<file path="src/rtl/led_ctrl_pkg.sv">
// Shared mode codes and helpers for the LED pattern controller.
// Codes 6 and 7 are reserved and rejected by is_valid_mode.
package led_ctrl_pkg;

    typedef logic [2:0] mode_t;

    localparam mode_t MODE_OFF     = 3'd0;
    localparam mode_t MODE_ON      = 3'd1;
    localparam mode_t MODE_BLINK   = 3'd2;
    localparam mode_t MODE_WATER_L = 3'd3;
    localparam mode_t MODE_WATER_R = 3'd4;
    localparam mode_t MODE_BREATHE = 3'd5;

    function automatic logic is_valid_mode(input mode_t m);
        return (m <= MODE_BREATHE);
    endfunction

endpackage

</file>
<file path="src/rtl/tick_gen.sv">
// Prescaler: free-running 0..CNT_MAX counter with a registered one-cycle step tick.
// The tick is high while the counter sits at CNT_MAX, so the consumer steps on the wrap edge.
module tick_gen #(
    parameter int unsigned CNT_MAX = 24_999_999,
    parameter int          CNT_W   = 25
) (
    input  logic sys_clk,
    input  logic sys_rst_n,
    input  logic en,
    input  logic clr,
    output logic tick
);

    localparam logic [CNT_W-1:0] LP_MAX = CNT_W'(CNT_MAX);
    localparam logic [CNT_W-1:0] LP_PRE = CNT_W'(CNT_MAX - 1);

    logic [CNT_W-1:0] r_cnt;
    logic             r_tick;

    // clr restarts the pattern phase from zero, even while en is low
    always_ff @(posedge sys_clk or negedge sys_rst_n) begin
        if (!sys_rst_n) begin
            r_cnt  <= '0;
            r_tick <= 1'b0;
        end else if (clr) begin
            r_cnt  <= '0;
            r_tick <= 1'b0;
        end else if (en) begin
            r_cnt  <= (r_cnt == LP_MAX) ? '0 : r_cnt + CNT_W'(1);
            r_tick <= (r_cnt == LP_PRE);
        end
    end

    assign tick = r_tick;

endmodule

</file>
<file path="src/rtl/led_mode_ctrl.sv">
// Multi-channel LED pattern controller: off, on, blink, running light left/right and PWM breathe.
// Prescaler lives in tick_gen; mode, pattern and PWM state are held here.
module led_mode_ctrl
    import led_ctrl_pkg::*;
#(
    parameter int          LED_W    = 4,
    parameter int unsigned CNT_MAX  = 24_999_999,
    parameter int          CNT_W    = 25,
    parameter int unsigned PWM_MAX  = 999,
    parameter int          PWM_W    = 10,
    parameter mode_t       RST_MODE = MODE_BLINK
) (
    input  logic             sys_clk,
    input  logic             sys_rst_n,
    input  logic             en,
    input  logic [2:0]       mode_in,
    input  logic             mode_vld,
    output logic [LED_W-1:0] led_out,
    output logic [2:0]       cur_mode
);

    localparam logic [PWM_W-1:0] LP_PWM_MAX = PWM_W'(PWM_MAX);
    localparam logic [PWM_W-1:0] LP_PWM_PRE = PWM_W'(PWM_MAX - 1);
    localparam logic [PWM_W-1:0] LP_PWM_ONE = PWM_W'(1);

    function automatic logic [LED_W-1:0] init_pattern(input mode_t m);
        logic [LED_W-1:0] p;
        p = '0;
        case (m)
            MODE_ON:      p = '1;
            MODE_WATER_L: p[0] = 1'b1;
            MODE_WATER_R: p[LED_W-1] = 1'b1;
            default:      p = '0;
        endcase
        return p;
    endfunction

    localparam logic [LED_W-1:0] LP_RST_LED = init_pattern(RST_MODE);

    mode_t            r_mode;
    logic [LED_W-1:0] r_led;
    logic [PWM_W-1:0] r_pwm_cnt;
    logic [PWM_W-1:0] r_duty;
    logic             r_dir_up;

    mode_t            w_mode_nxt;
    logic [LED_W-1:0] w_led_nxt;
    logic [PWM_W-1:0] w_pwm_nxt;
    logic [PWM_W-1:0] w_duty_nxt;
    logic             w_dir_nxt;
    logic             w_load;
    logic             w_tick;
    logic             w_pwm_wrap;

    assign w_load     = mode_vld && is_valid_mode(mode_in);
    assign w_pwm_wrap = (r_pwm_cnt == LP_PWM_MAX);

    tick_gen #(
        .CNT_MAX (CNT_MAX),
        .CNT_W   (CNT_W)
    ) u_tick_gen (
        .sys_clk   (sys_clk),
        .sys_rst_n (sys_rst_n),
        .en        (en),
        .clr       (w_load),
        .tick      (w_tick)
    );

    // A mode load wins over a coincident tick; otherwise everything advances only while en is high.
    // Duty turns around one step early so each endpoint is held for a single PWM period.
    always_comb begin
        w_mode_nxt = r_mode;
        w_led_nxt  = r_led;
        w_pwm_nxt  = r_pwm_cnt;
        w_duty_nxt = r_duty;
        w_dir_nxt  = r_dir_up;

        if (w_load) begin
            w_mode_nxt = mode_in;
            w_led_nxt  = init_pattern(mode_in);
            w_pwm_nxt  = '0;
            w_duty_nxt = '0;
            w_dir_nxt  = 1'b1;
        end else if (en) begin
            w_pwm_nxt = w_pwm_wrap ? '0 : r_pwm_cnt + LP_PWM_ONE;

            if (w_pwm_wrap) begin
                if (r_dir_up) begin
                    w_duty_nxt = r_duty + LP_PWM_ONE;
                    if (r_duty == LP_PWM_PRE) begin
                        w_dir_nxt = 1'b0;
                    end
                end else begin
                    w_duty_nxt = r_duty - LP_PWM_ONE;
                    if (r_duty == LP_PWM_ONE) begin
                        w_dir_nxt = 1'b1;
                    end
                end
            end

            case (r_mode)
                MODE_BLINK: begin
                    if (w_tick) begin
                        w_led_nxt = ~r_led;
                    end
                end
                MODE_WATER_L: begin
                    if (w_tick) begin
                        w_led_nxt = {r_led[LED_W-2:0], r_led[LED_W-1]};
                    end
                end
                MODE_WATER_R: begin
                    if (w_tick) begin
                        w_led_nxt = {r_led[0], r_led[LED_W-1:1]};
                    end
                end
                MODE_BREATHE: begin
                    w_led_nxt = {LED_W{(r_pwm_cnt < r_duty)}};
                end
                default: begin
                    w_led_nxt = r_led;
                end
            endcase
        end
    end

    always_ff @(posedge sys_clk or negedge sys_rst_n) begin
        if (!sys_rst_n) begin
            r_mode    <= RST_MODE;
            r_led     <= LP_RST_LED;
            r_pwm_cnt <= '0;
            r_duty    <= '0;
            r_dir_up  <= 1'b1;
        end else begin
            r_mode    <= w_mode_nxt;
            r_led     <= w_led_nxt;
            r_pwm_cnt <= w_pwm_nxt;
            r_duty    <= w_duty_nxt;
            r_dir_up  <= w_dir_nxt;
        end
    end

    assign led_out  = r_led;
    assign cur_mode = r_mode;

endmodule

</file>
<file path="config.mk">
export PLATFORM = sky130hd
export DESIGN_NAME = led_mode_ctrl
export DESIGN_NICKNAME = d
export VERILOG_FILES = /design/src/rtl/led_ctrl_pkg.sv /design/src/rtl/tick_gen.sv /design/src/rtl/led_mode_ctrl.sv
export SDC_FILE = /design/constraint.sdc
export NUM_CORES = 1
export LEC_CHECK = 0
export ABC_AREA = 1
export BUFFER_PORTS_ARGS = -buffer_cell sky130_fd_sc_hd__buf_4
export CORE_MARGIN = 2
export CORE_UTILIZATION = 40
export CTS_CLUSTER_DIAMETER = 200
export DETAILED_ROUTE_END_ITERATION = 8
export PLACE_DENSITY_LB_ADDON = 0.08
export SLEW_MARGIN = 5
export SYNTH_ARGS = -nofsm -noshare
export SYNTH_HDL_FRONTEND = slang
export SYNTH_SLANG_ARGS = --single-unit
</file>
<file path="constraint.sdc">
create_clock -name sys_clk -period 1.86 [get_ports sys_clk]
set_input_delay 0.279 -clock sys_clk [delete_from_list [all_inputs] [get_ports sys_clk]]
set_output_delay 0.279 -clock sys_clk [all_outputs]
set_load 0.05 [all_outputs]
</file>
==> metrics.cfg, run 1 <==
[sta]
rsz0062_at_grt=no
relSlewSlack_pct=52.2
worst_slew_pin_slew_ps=717
fmax_ghz=0.588
setup_viol=0
period_share_pct=91.5
clock-skew-final_ps=8.83
fin_crit_ps=1700
slew_violations=0
setup_slack_ps=158
setup-tns-final_ps=0
finalHoldViolCount=0
whs_ps=14.1

[setup_path]
cp-end-kind=flip-flop
cp.required_ps=2070
cp-start-kind=flip-flop
max_stage_delay_ps=460
arrival_ps=1910
crit_chain=ha_2 > inv_1 > nor3_1 > xor2_1 > nor2_1 > nand3_1 > nand2_1
cpMaxStageDelayCell=nor3_1
critPathMaxFanout=4
worstSetupPathType=reg2reg

[clocking]
tritoncts=done
clock-sinks=54
numCtsBuffers=5
clk_pin_slew_ps=100
hold_buffers=0
clockBufferDepth=2
ctsHtreeMaxLevel=2
cts_root_buf=clkbuf_8
clkLatencyLatePin_ps=320

[synth]
synth_top_cell_by_area=dfrtp_1
yosys.cell_types.count=33
synth_fp_nets=636
yosysSeqAreaShare_pct=33.9
syn_avg_cell_area_um2=6.51
synthCells=613
synth-seq-cells=54
synth_edf_count=0
yosysMostFrequentCell=nand2_1
synthTopCellsByArea=dfrtp_1 33%, nand2_1 17%, nor2_1 9.7%
synth_top_area_share_pct=32.6
synthArstFlopShare_pct=100
synthFlopType=dfrtp_1
netlist_area_um2=3990
synth.top_cells.by_count=180 x nand2_1, 103 x nor2_1, 70 x inv_1
yosys_warnings=0

[finish]
design_area_um2=4380
layout.nets=652
drive_above_1_share_pct=10.6
diodes=0
final_cell_count_no_fill=763
syn_to_final_growth_pct=9.72

[routing]
drc=0
post_drt_wl_per_cell_um=13.7
postRouteAntennaNets=0
vias=3802
dr.pass1.iters=4
drt_iter0_markers=245
via_per_inst=4.98
routed_wl_mm=10.4

[grt]
first_global_vias=3672
grt_use_total_pct=19.8
grt_max_degree=55
grt_first_pass_wirelength_mm=17.7
grt_overflow_total=0
antenna_found_initial=0

[die]
pin_count=14
initial_core_util_pct=41.0
dieWidth_um=104
core_um2=9730
row_count=36
dieArea_um2=10800
die_h_um=104

[run]
maxCapViolations=0

[power_and_ir_drop]
peakVddDrop_mv=0.369
powerDensity_nw_per_um2=638
leakage_nw=2.04

[place]
dpl_cell_area_um2=4210
port_buffers=13
pre_cts_ws_ps=131
dp_hpwl_mm=7.86
dp_cells=753
gp_congestion=0.897

[hold_path]
min_path_type=in2async

[outcome]
outcome=finished clean

## power breakdown
group	switching, mW	internal [mW]	total (mW)
Clock	0.421	0.575	0.995
Sequential	0.0580	1.23	1.28
Combinational	0.360	0.156	0.516
## registers in the layout, indices dropped and copies added, names as in the netlist
name	count
r_pwm_cnt	10
u_tick_gen.r_cnt	25
led_out	4
r_dir_up	1
cur_mode	3
r_duty	10
u_tick_gen.tick	1
## metal layers
layer	vias up	global-route usage [%]	wire, um
li1	1972	-	-
met1	1736	26.8	4930
met2	78	33.6	4920
met3	16	2.51	428
met4	0	5.21	157
met5	-	0	0
## what timing repair did
item | in CTS | in global routing
buffers inserted | 0 | 2
endpoints found under the setup margin | 0 | 7
gates resized for setup | 0 | 4
## through the flow
step	power (mW)	utilization (%)
after CTS	2.82	44.7
final	2.80	45.0
after floorplan	1.66	-
after detailed placement	1.82	43.3
after global placement	1.82	43.3
after global routing	2.95	45.0
## critical path: cells and delay by family, from the launching register on
family / cells / cell delay [ps]
xor gates and xnor gates: 1 / 200
adders and majority gates: 1 / 230
buffers and inverters: 1 / 90
DFF: 1 / 420
and+or+nand+nor: 4 / 640
## cells by family (layout without fill, tap and decap cells)
group / Yosys count / in the layout / share of synthesized area [%]
buf+inv: 88 / 105 / 9.38
simple gates: 376 / 376 / 40.3
xor+xnor: 9 / 9 / 1.98
fa+ha+maj: 16 / 16 / 5.02
flops: 54 / 54 / 33.9
compound gates: 70 / 70 / 9.41
## layout make-up
class / instances / area [um^2]
Fill cell: 1055 / 5350
Tap cell: 133 / 166
Multi-Input combinational cell: 471 / 2270
Sequential cell: 54 / 1350
Timing Repair Buffer: 21 / 158
Clock inverter: 2 / 60.1
Clock buffer: 6 / 82.6
Inverter: 76 / 285
## cells in the final DEF (no fill, tap or decap), types with 2 or more instances in the layout
| cell type | instances |
|---|---|
| buf_4 | 21 |
| or2_2 | 2 |
| xor2_1 | 8 |
| bufinv_16 | 2 |
| o21bai_1 | 2 |
| dfrtp_1 | 52 |
| nor3_1 | 7 |
| o22ai_1 | 2 |
| nand3_1 | 43 |
| o21ai_1 | 10 |
| nand3_2 | 2 |
| nor2_4 | 3 |
| ha_1 | 15 |
| inv_2 | 7 |
| inv_1 | 69 |
| dfstp_2 | 2 |
| o21ai_0 | 30 |
| nand2_1 | 179 |
| nor2_1 | 103 |
| nand4_1 | 16 |
| nand2_2 | 9 |
| nor2_2 | 9 |
| a21oi_1 | 21 |
| clkbuf_8 | 6 |
| a31oi_1 | 3 |
## path summary, 6_finish.rpt
check	start	endpoint	slack (ps)	cells after the start
hold reg to reg	u_tick_gen.tick	u_tick_gen.tick	530	2
setup / recovery	u_tick_gen.r_cnt[0]	u_tick_gen.r_cnt[6]	160	7
max in group asynchronous	sys_rst_n	u_tick_gen.r_cnt[12]	1380	1
min in group sys_clk	mode_in[0]	cur_mode[0]	180	3
hold / removal	sys_rst_n	u_tick_gen.r_cnt[0]	10	1
setup reg to reg	u_tick_gen.r_cnt[0]	u_tick_gen.r_cnt[6]	160	7
(Power assumes the default switching activity.)
==> inputs of run 2 (changes only) <==
--- a/config.mk
+++ b/config.mk
@@ -7,6 +7,7 @@
 export LEC_CHECK = 0
 export ABC_AREA = 1
 export BUFFER_PORTS_ARGS = -buffer_cell sky130_fd_sc_hd__buf_4
+export CORE_ASPECT_RATIO = 0.9
 export CORE_MARGIN = 2
 export CORE_UTILIZATION = 40
 export CTS_CLUSTER_DIAMETER = 200
==> run 2 against run 1 <==
  * Combinational power grew 5.4%
  * Sequential power barely moved
  * Clock power is 17% lower
  * Global-route usage grew 2.1 points
  * Clock skew about the same
  * Via count increased by 2.7%
  * Sequential share of layout area is 0.075 points higher
  * Total power fell by 5.1%
  * Routed wire length grew 2.0%
  * Non-clock buffer count grew 5
  * Worst hold slack better by 1.2 ps
  * Core utilization is 0.11 points higher
  * Highest routed layer unchanged
  * Largest cell class unchanged
==> metrics.cfg, run 2 (synthesized netlist as in run 1, its figures left out) <==
[setup_path]
r2r_start=u_tick_gen.r_cnt[1]
r2r-end=u_tick_gen.r_cnt[14]
cpMaxStageDelayCell=dfrtp_1
max_stage_delay_ps=410  ; -50 ps
path_buf_inv=2  ; +1
rr_worst_depth=9  ; +2
crit_chain=ha_2 > inv_1 > nor2_4 > buf_4 > nand2_1 > nor3_1 > nand4_1 > nand2_1 > nor2_1
cpMostUsedCell=nand2_1
worstSetupPathType=reg2reg
cp-end-kind=flip-flop
rrSetupSlack_ps=220  ; +60 ps
cp-start-kind=flip-flop
critPathMaxFanout=5  ; +1
critPathTopFamily=simple AND/OR/NAND/NOR gates
arrival_ps=1860  ; -50 ps
cp.required_ps=2080  ; about the same

[routing]
drt_iter0_markers=265  ; +8.2%
postRouteAntennaNets=0  ; unchanged
via_per_inst=5.13  ; +2.9%
dr.pass1.iters=4  ; unchanged
routed_wl_mm=10.6  ; +2.0%
drc=0  ; unchanged
vias=3903  ; +2.7%
post_drt_wl_per_cell_um=14.0  ; +2.3%

[power_and_ir_drop]
finalPower_mw=2.65  ; -5.1%
leakage_nw=2.04  ; +0.13%
peakVddDrop_mv=0.565  ; +53%
powerDensity_nw_per_um2=606  ; -5.0%

[finish]
multiInputGateArea_um2=2270  ; +0.11%
syn_to_final_growth_pct=9.66  ; about the same
largest_reg_flops=25  ; unchanged
diodes=0  ; unchanged
reg_top3=u_tick_gen.r_cnt x25, r_duty x10, r_pwm_cnt x10
final_cell_mix=180 x nand2_1, 103 x nor2_1, 68 x inv_1, 50 x dfrtp_1, 42 x nand3_1
register_area_um2=1360  ; +0.18%
post-route-util_pct=45.1  ; +0.11 points
drive_above_1_share_pct=11.7  ; +1.0 points
final_common_cell=nand2_1
fill_cells=1027  ; -2.7%
max_flop_register=u_tick_gen.r_cnt
layout.nets=657  ; +0.77%

[clocking]
clockBufferDepth=2  ; unchanged
ctsHtreeMaxLevel=2  ; unchanged
clk_pin_slew_ps=110  ; about the same
clock-sinks=54  ; unchanged
numCtsBuffers=5  ; unchanged
tritoncts=done
clkLatencyLatePin_ps=320  ; about the same
cts_root_buf=clkbuf_8

[place]
port_buffers=13  ; unchanged
gp_congestion=0.884  ; -1.5%
dp_hpwl_mm=8.01  ; +1.9%

[sta]
rsz0062_at_grt=no
fmax_ghz=0.609  ; +3.7%
slew_violations=0  ; unchanged
fin_crit_ps=1640  ; -60.1 ps
worst_slew_pin_slew_ps=730  ; +13.2 ps
setup_viol=0  ; unchanged
setup-tns-final_ps=0  ; unchanged
finalHoldViolCount=0  ; unchanged
relSlewSlack_pct=51.3  ; -0.88 points
clock-skew-final_ps=8.79  ; -0.0367 ps
whs_ps=15.4  ; +1.23 ps
period_share_pct=88.2  ; -3.2 points

[die]
core_um2=9700  ; -0.31%
dieWidth_um=109  ; +5.2%
row_count=34  ; -5.6%
initial_core_util_pct=41.1  ; +0.13 points
die_h_um=98.8  ; -4.9%
dieArea_um2=10800  ; about the same
pin_count=14  ; unchanged

[grt]
grt_overflow_total=0  ; unchanged
grt_max_degree=55  ; unchanged
grt_use_total_pct=21.9  ; +2.1 points
first_global_vias=3752  ; +2.2%
grt_first_pass_wirelength_mm=18.7  ; +5.8%
antenna_found_initial=0  ; unchanged

[outcome]
outcome=finished clean

[hold_path]
min_path_type=in2async

[run]
maxCapViolations=0  ; unchanged

==> run 2: cell count changes in the layout (fill, tap and decap cells not counted), sizes merged <==
cell    before  now
clkbuf       6    7
buf         21   26
bufinv       2    1
==> run 2: timing repair <==
item,in CTS,in global routing
setup endpoints to repair,0,13
gates resized for setup,0,7
setup buffers,0,3
hold buffers,0,0
==> run 2: how the worst max path moves through the flow <==
stage | start | to | cells after the start | slack, ps
finish | u_tick_gen.r_cnt[1] | u_tick_gen.r_cnt[14] | 9 | 220
global route | u_tick_gen.r_cnt[1] | u_tick_gen.r_cnt[12] | 10 | 4
CTS | r_duty[5] | led_out[0] | 11 | 120
detailed placement | r_duty[5] | led_out[0] | 11 | 140
global placement | u_tick_gen.r_cnt[0] | u_tick_gen.r_cnt[6] | 7 | 140
floorplan | cur_mode[1] | led_out[1] | 9 | 390
==> run 2: worst reg2reg max path, stage by stage, from the launching register on <==
cell and delay [ps]:
dfrtp_1 410, ha_2 230, inv_1 100, nor2_4 170, buf_4 140, nand2_1 60
nor3_1 200, nand4_1 110, nand2_1 90, nor2_1 40
==> run 2: final cells by class <==
| type | count | area share (%) |
|---|---|---|
| tap | 126 | 3.60 |
| timing repair buffer | 26 | 4.46 |
| clock inverter | 1 | 0.686 |
| inverter | 76 | 6.52 |
| clock buffer | 7 | 1.74 |
| multi-input combinational | 471 | 52.0 |
| sequential | 54 | 31.0 |
==> run 2: power by group <==
group	total, mW	switching [mW]	internal, mW	leakage [nW]
logic	0.544	0.374	0.171	1.26
clock network	0.828	0.424	0.404	0.0524
registers	1.28	0.0553	1.23	0.726
==> run 2: stage by stage <==
stage               std cells  worst slack (ps)  instance area (um^2)
floorplan                 613               395                  3990
finish                    761               219                  4380
CTS                       758               122                  4340
global route              761              4.23                  4380
global placement          750               136                  4230
detailed placement        750               137                  4230
==> run 2: routing by layer <==
layer	wire length, um	up-vias	global-route usage (%)
met5	0	-	0
met3	398	12	2.84
met2	4650	82	34.1
met1	5480	1819	32.6
li1	-	1990	-
met4	117	0	4.48
==> inputs of run 3 (changes only) <==
--- a/config.mk
+++ b/config.mk
@@ -10,6 +10,7 @@
 export CORE_ASPECT_RATIO = 0.9
 export CORE_MARGIN = 2
 export CORE_UTILIZATION = 40
+export CTS_BUF_LIST = sky130_fd_sc_hd__clkbuf_16
 export CTS_CLUSTER_DIAMETER = 200
 export DETAILED_ROUTE_END_ITERATION = 8
 export PLACE_DENSITY_LB_ADDON = 0.08
==> run 3 against run 2 <==
  * Routed wire length grew 0.32%
  * Clock skew down 4.5 ps
  * Flip-flop and latch count unchanged
  * Global-route usage rose by 0.12 points
  * Critical endpoint unchanged
  * Largest cell class unchanged
  * Largest power group unchanged
==> metrics.cfg, run 3 (synthesized netlist as in run 1, its figures left out) <==
[run]
maxCapViolations=0  ; unchanged

[sta]
fin_crit_ps=1680  ; +37.0 ps
clock-skew-final_ps=4.25  ; -4.54 ps
period_share_pct=90.2  ; +2.0 points
setup_viol=0  ; unchanged
finalHoldViolCount=0  ; unchanged
worst_slew_pin_slew_ps=731  ; +0.592 ps
slew_violations=0  ; unchanged
setup-tns-final_ps=0  ; unchanged
whs_ps=40.8  ; +25.5 ps
fmax_ghz=0.596  ; -2.2%
rsz0062_at_grt=no
relSlewSlack_pct=51.3  ; about the same

[routing]
route.met2.wl_mm=4.74  ; +2.0%
routed_wl_mm=10.7  ; +0.32%
post_drt_wl_per_cell_um=14.1  ; +0.45%
drt_iter0_markers=264  ; -0.38%
vias=3883  ; -0.51%
drc=0  ; unchanged
dr.pass1.iters=5  ; +1
via_per_inst=5.11  ; -0.38%
highest_layer=met4
postRouteAntennaNets=0  ; unchanged
dr_wl_met3_um=458  ; +15%
wl_met1_mm=5.38  ; -1.9%

[clocking]
numCtsBuffers=5  ; unchanged
clk_pin_slew_ps=70  ; -40 ps
clockBufferDepth=2  ; unchanged
tritoncts=done
ctsHtreeMaxLevel=2  ; unchanged
clock-sinks=54  ; unchanged
cts_root_buf=clkbuf_16
clkLatencyLatePin_ps=300  ; -20 ps

[setup_path]
cpMostUsedCell=nand2_1
cpMaxStageDelayCell=dfrtp_1
cp-start-kind=flip-flop
critPathTopFamily=simple AND/OR/NAND/NOR gates
max_stage_delay_ps=420  ; about the same
arrival_ps=1870  ; about the same
cp-end-kind=flip-flop
worstSetupPathType=reg2reg
crit_chain=ha_2 > inv_1 > nor2_4 > buf_4 > nand2_1 > nor3_1 > nand4_1 > nand2_1 > nor2_1
critPathMaxFanout=5  ; unchanged
cp.required_ps=2050  ; -30 ps
path_buf_inv=2  ; unchanged

[finish]
max_flop_register=u_tick_gen.r_cnt
drive_above_1_share_pct=11.2  ; -0.45 points
final_common_cell=nand2_1
fill_cells=1019  ; -0.78%
multiInputGateArea_um2=2270  ; unchanged
final_cell_count_no_fill=760  ; -0.13%
largest_reg_flops=25  ; unchanged
register_area_um2=1360  ; unchanged
reg_top3=u_tick_gen.r_cnt x25, r_duty x10, r_pwm_cnt x10
diodes=0  ; unchanged
syn_to_final_growth_pct=10.9
final_cell_mix=180 x nand2_1, 103 x nor2_1, 71 x inv_1, 50 x dfrtp_1, 43 x nand3_1
layout.nets=656  ; -0.15%

[place]
dp_hpwl_mm=8.01  ; unchanged
dp_cells=750  ; unchanged
port_buffers=13  ; unchanged
gp_congestion=0.884  ; unchanged

[grt]
antenna_found_initial=0  ; unchanged
grt_overflow_total=0  ; unchanged
grt_max_degree=55  ; unchanged
grt_first_pass_wirelength_mm=18.7  ; +0.22%
grt_use_total_pct=22.0  ; +0.12 points
first_global_vias=3754  ; +0.053%

[die]
core_um2=9700  ; unchanged
dieArea_um2=10800  ; unchanged
die_h_um=98.8  ; unchanged
initial_core_util_pct=41.1  ; unchanged
pin_count=14  ; unchanged
dieWidth_um=109  ; unchanged
row_count=34  ; unchanged

[power_and_ir_drop]
powerDensity_nw_per_um2=657  ; +8.3%
peakVddDrop_mv=0.588  ; +4.1%
leakage_nw=2.07  ; +1.4%

[outcome]
outcome=finished clean

[hold_path]
min_path_type=in2async

[run 3: worst reg2reg max path, stage by stage, from the launching register on]
cell     delay [ps]
dfrtp_1         420
ha_2            240
inv_1           100
nor2_4          180
buf_4           140
nand2_1          60
nor3_1          200
nand4_1         110
nand2_1          90
nor2_1           40
[run 3: final timing paths]
kind | start | endpoint | slack [ps] | cells past startpoint
min in group sys_clk | mode_in[0] | cur_mode[0] | 220 | 3
max | u_tick_gen.r_cnt[0] | u_tick_gen.r_cnt[14] | 180 | 9
max in group asynchronous | sys_rst_n | r_duty[5] | 1300 | 1
min | sys_rst_n | r_pwm_cnt[5] | 40 | 1
max reg2reg | u_tick_gen.r_cnt[0] | u_tick_gen.r_cnt[14] | 180 | 9
min reg2reg | u_tick_gen.r_cnt[24] | u_tick_gen.r_cnt[24] | 530 | 2
[run 3: report_power, final]
| part | switching, mW | internal, mW | leakage (nW) |
|---|---|---|---|
| registers | 0.0556 | 1.23 | 0.726 |
| clock network | 0.458 | 0.628 | 0.0864 |
| logic | 0.370 | 0.167 | 1.26 |
[run 3: layer usage]
layer | GRT usage (%) | vias to the layer above
met5 | 0 | -
met4 | 4.87 | 0
met3 | 2.78 | 8
met2 | 34.4 | 90
met1 | 32.7 | 1798
li1 | - | 1987
[run 3: layout make-up]
type | count | area share [%]
Clock buffer | 5 | 2.83
Timing Repair Buffer | 25 | 4.24
Clock inverter | 3 | 0.848
Sequential cell | 54 | 30.7
Tap cell | 126 | 3.56
Multi-Input combinational cell | 471 | 51.4
Inverter | 76 | 6.45
[run 3: what timing repair did]
action	4_1_cts	5_1_grt
buffers inserted	0	2
hold buffers	0	0
gates resized for setup	0	6
endpoints found under the setup margin	0	10
[run 3: per-stage QoR]
step	cell area, um^2	worst slack [ps]	power [mW]	utilization, %
floorplan	3990	395	1.66	-
detailed placement	4230	137	1.84	43.6
CTS	4390	132	2.93	45.3
global route	4420	1.31	3.06	45.6
finish	4420	182	2.90	45.6
global placement	4230	136	1.84	43.6
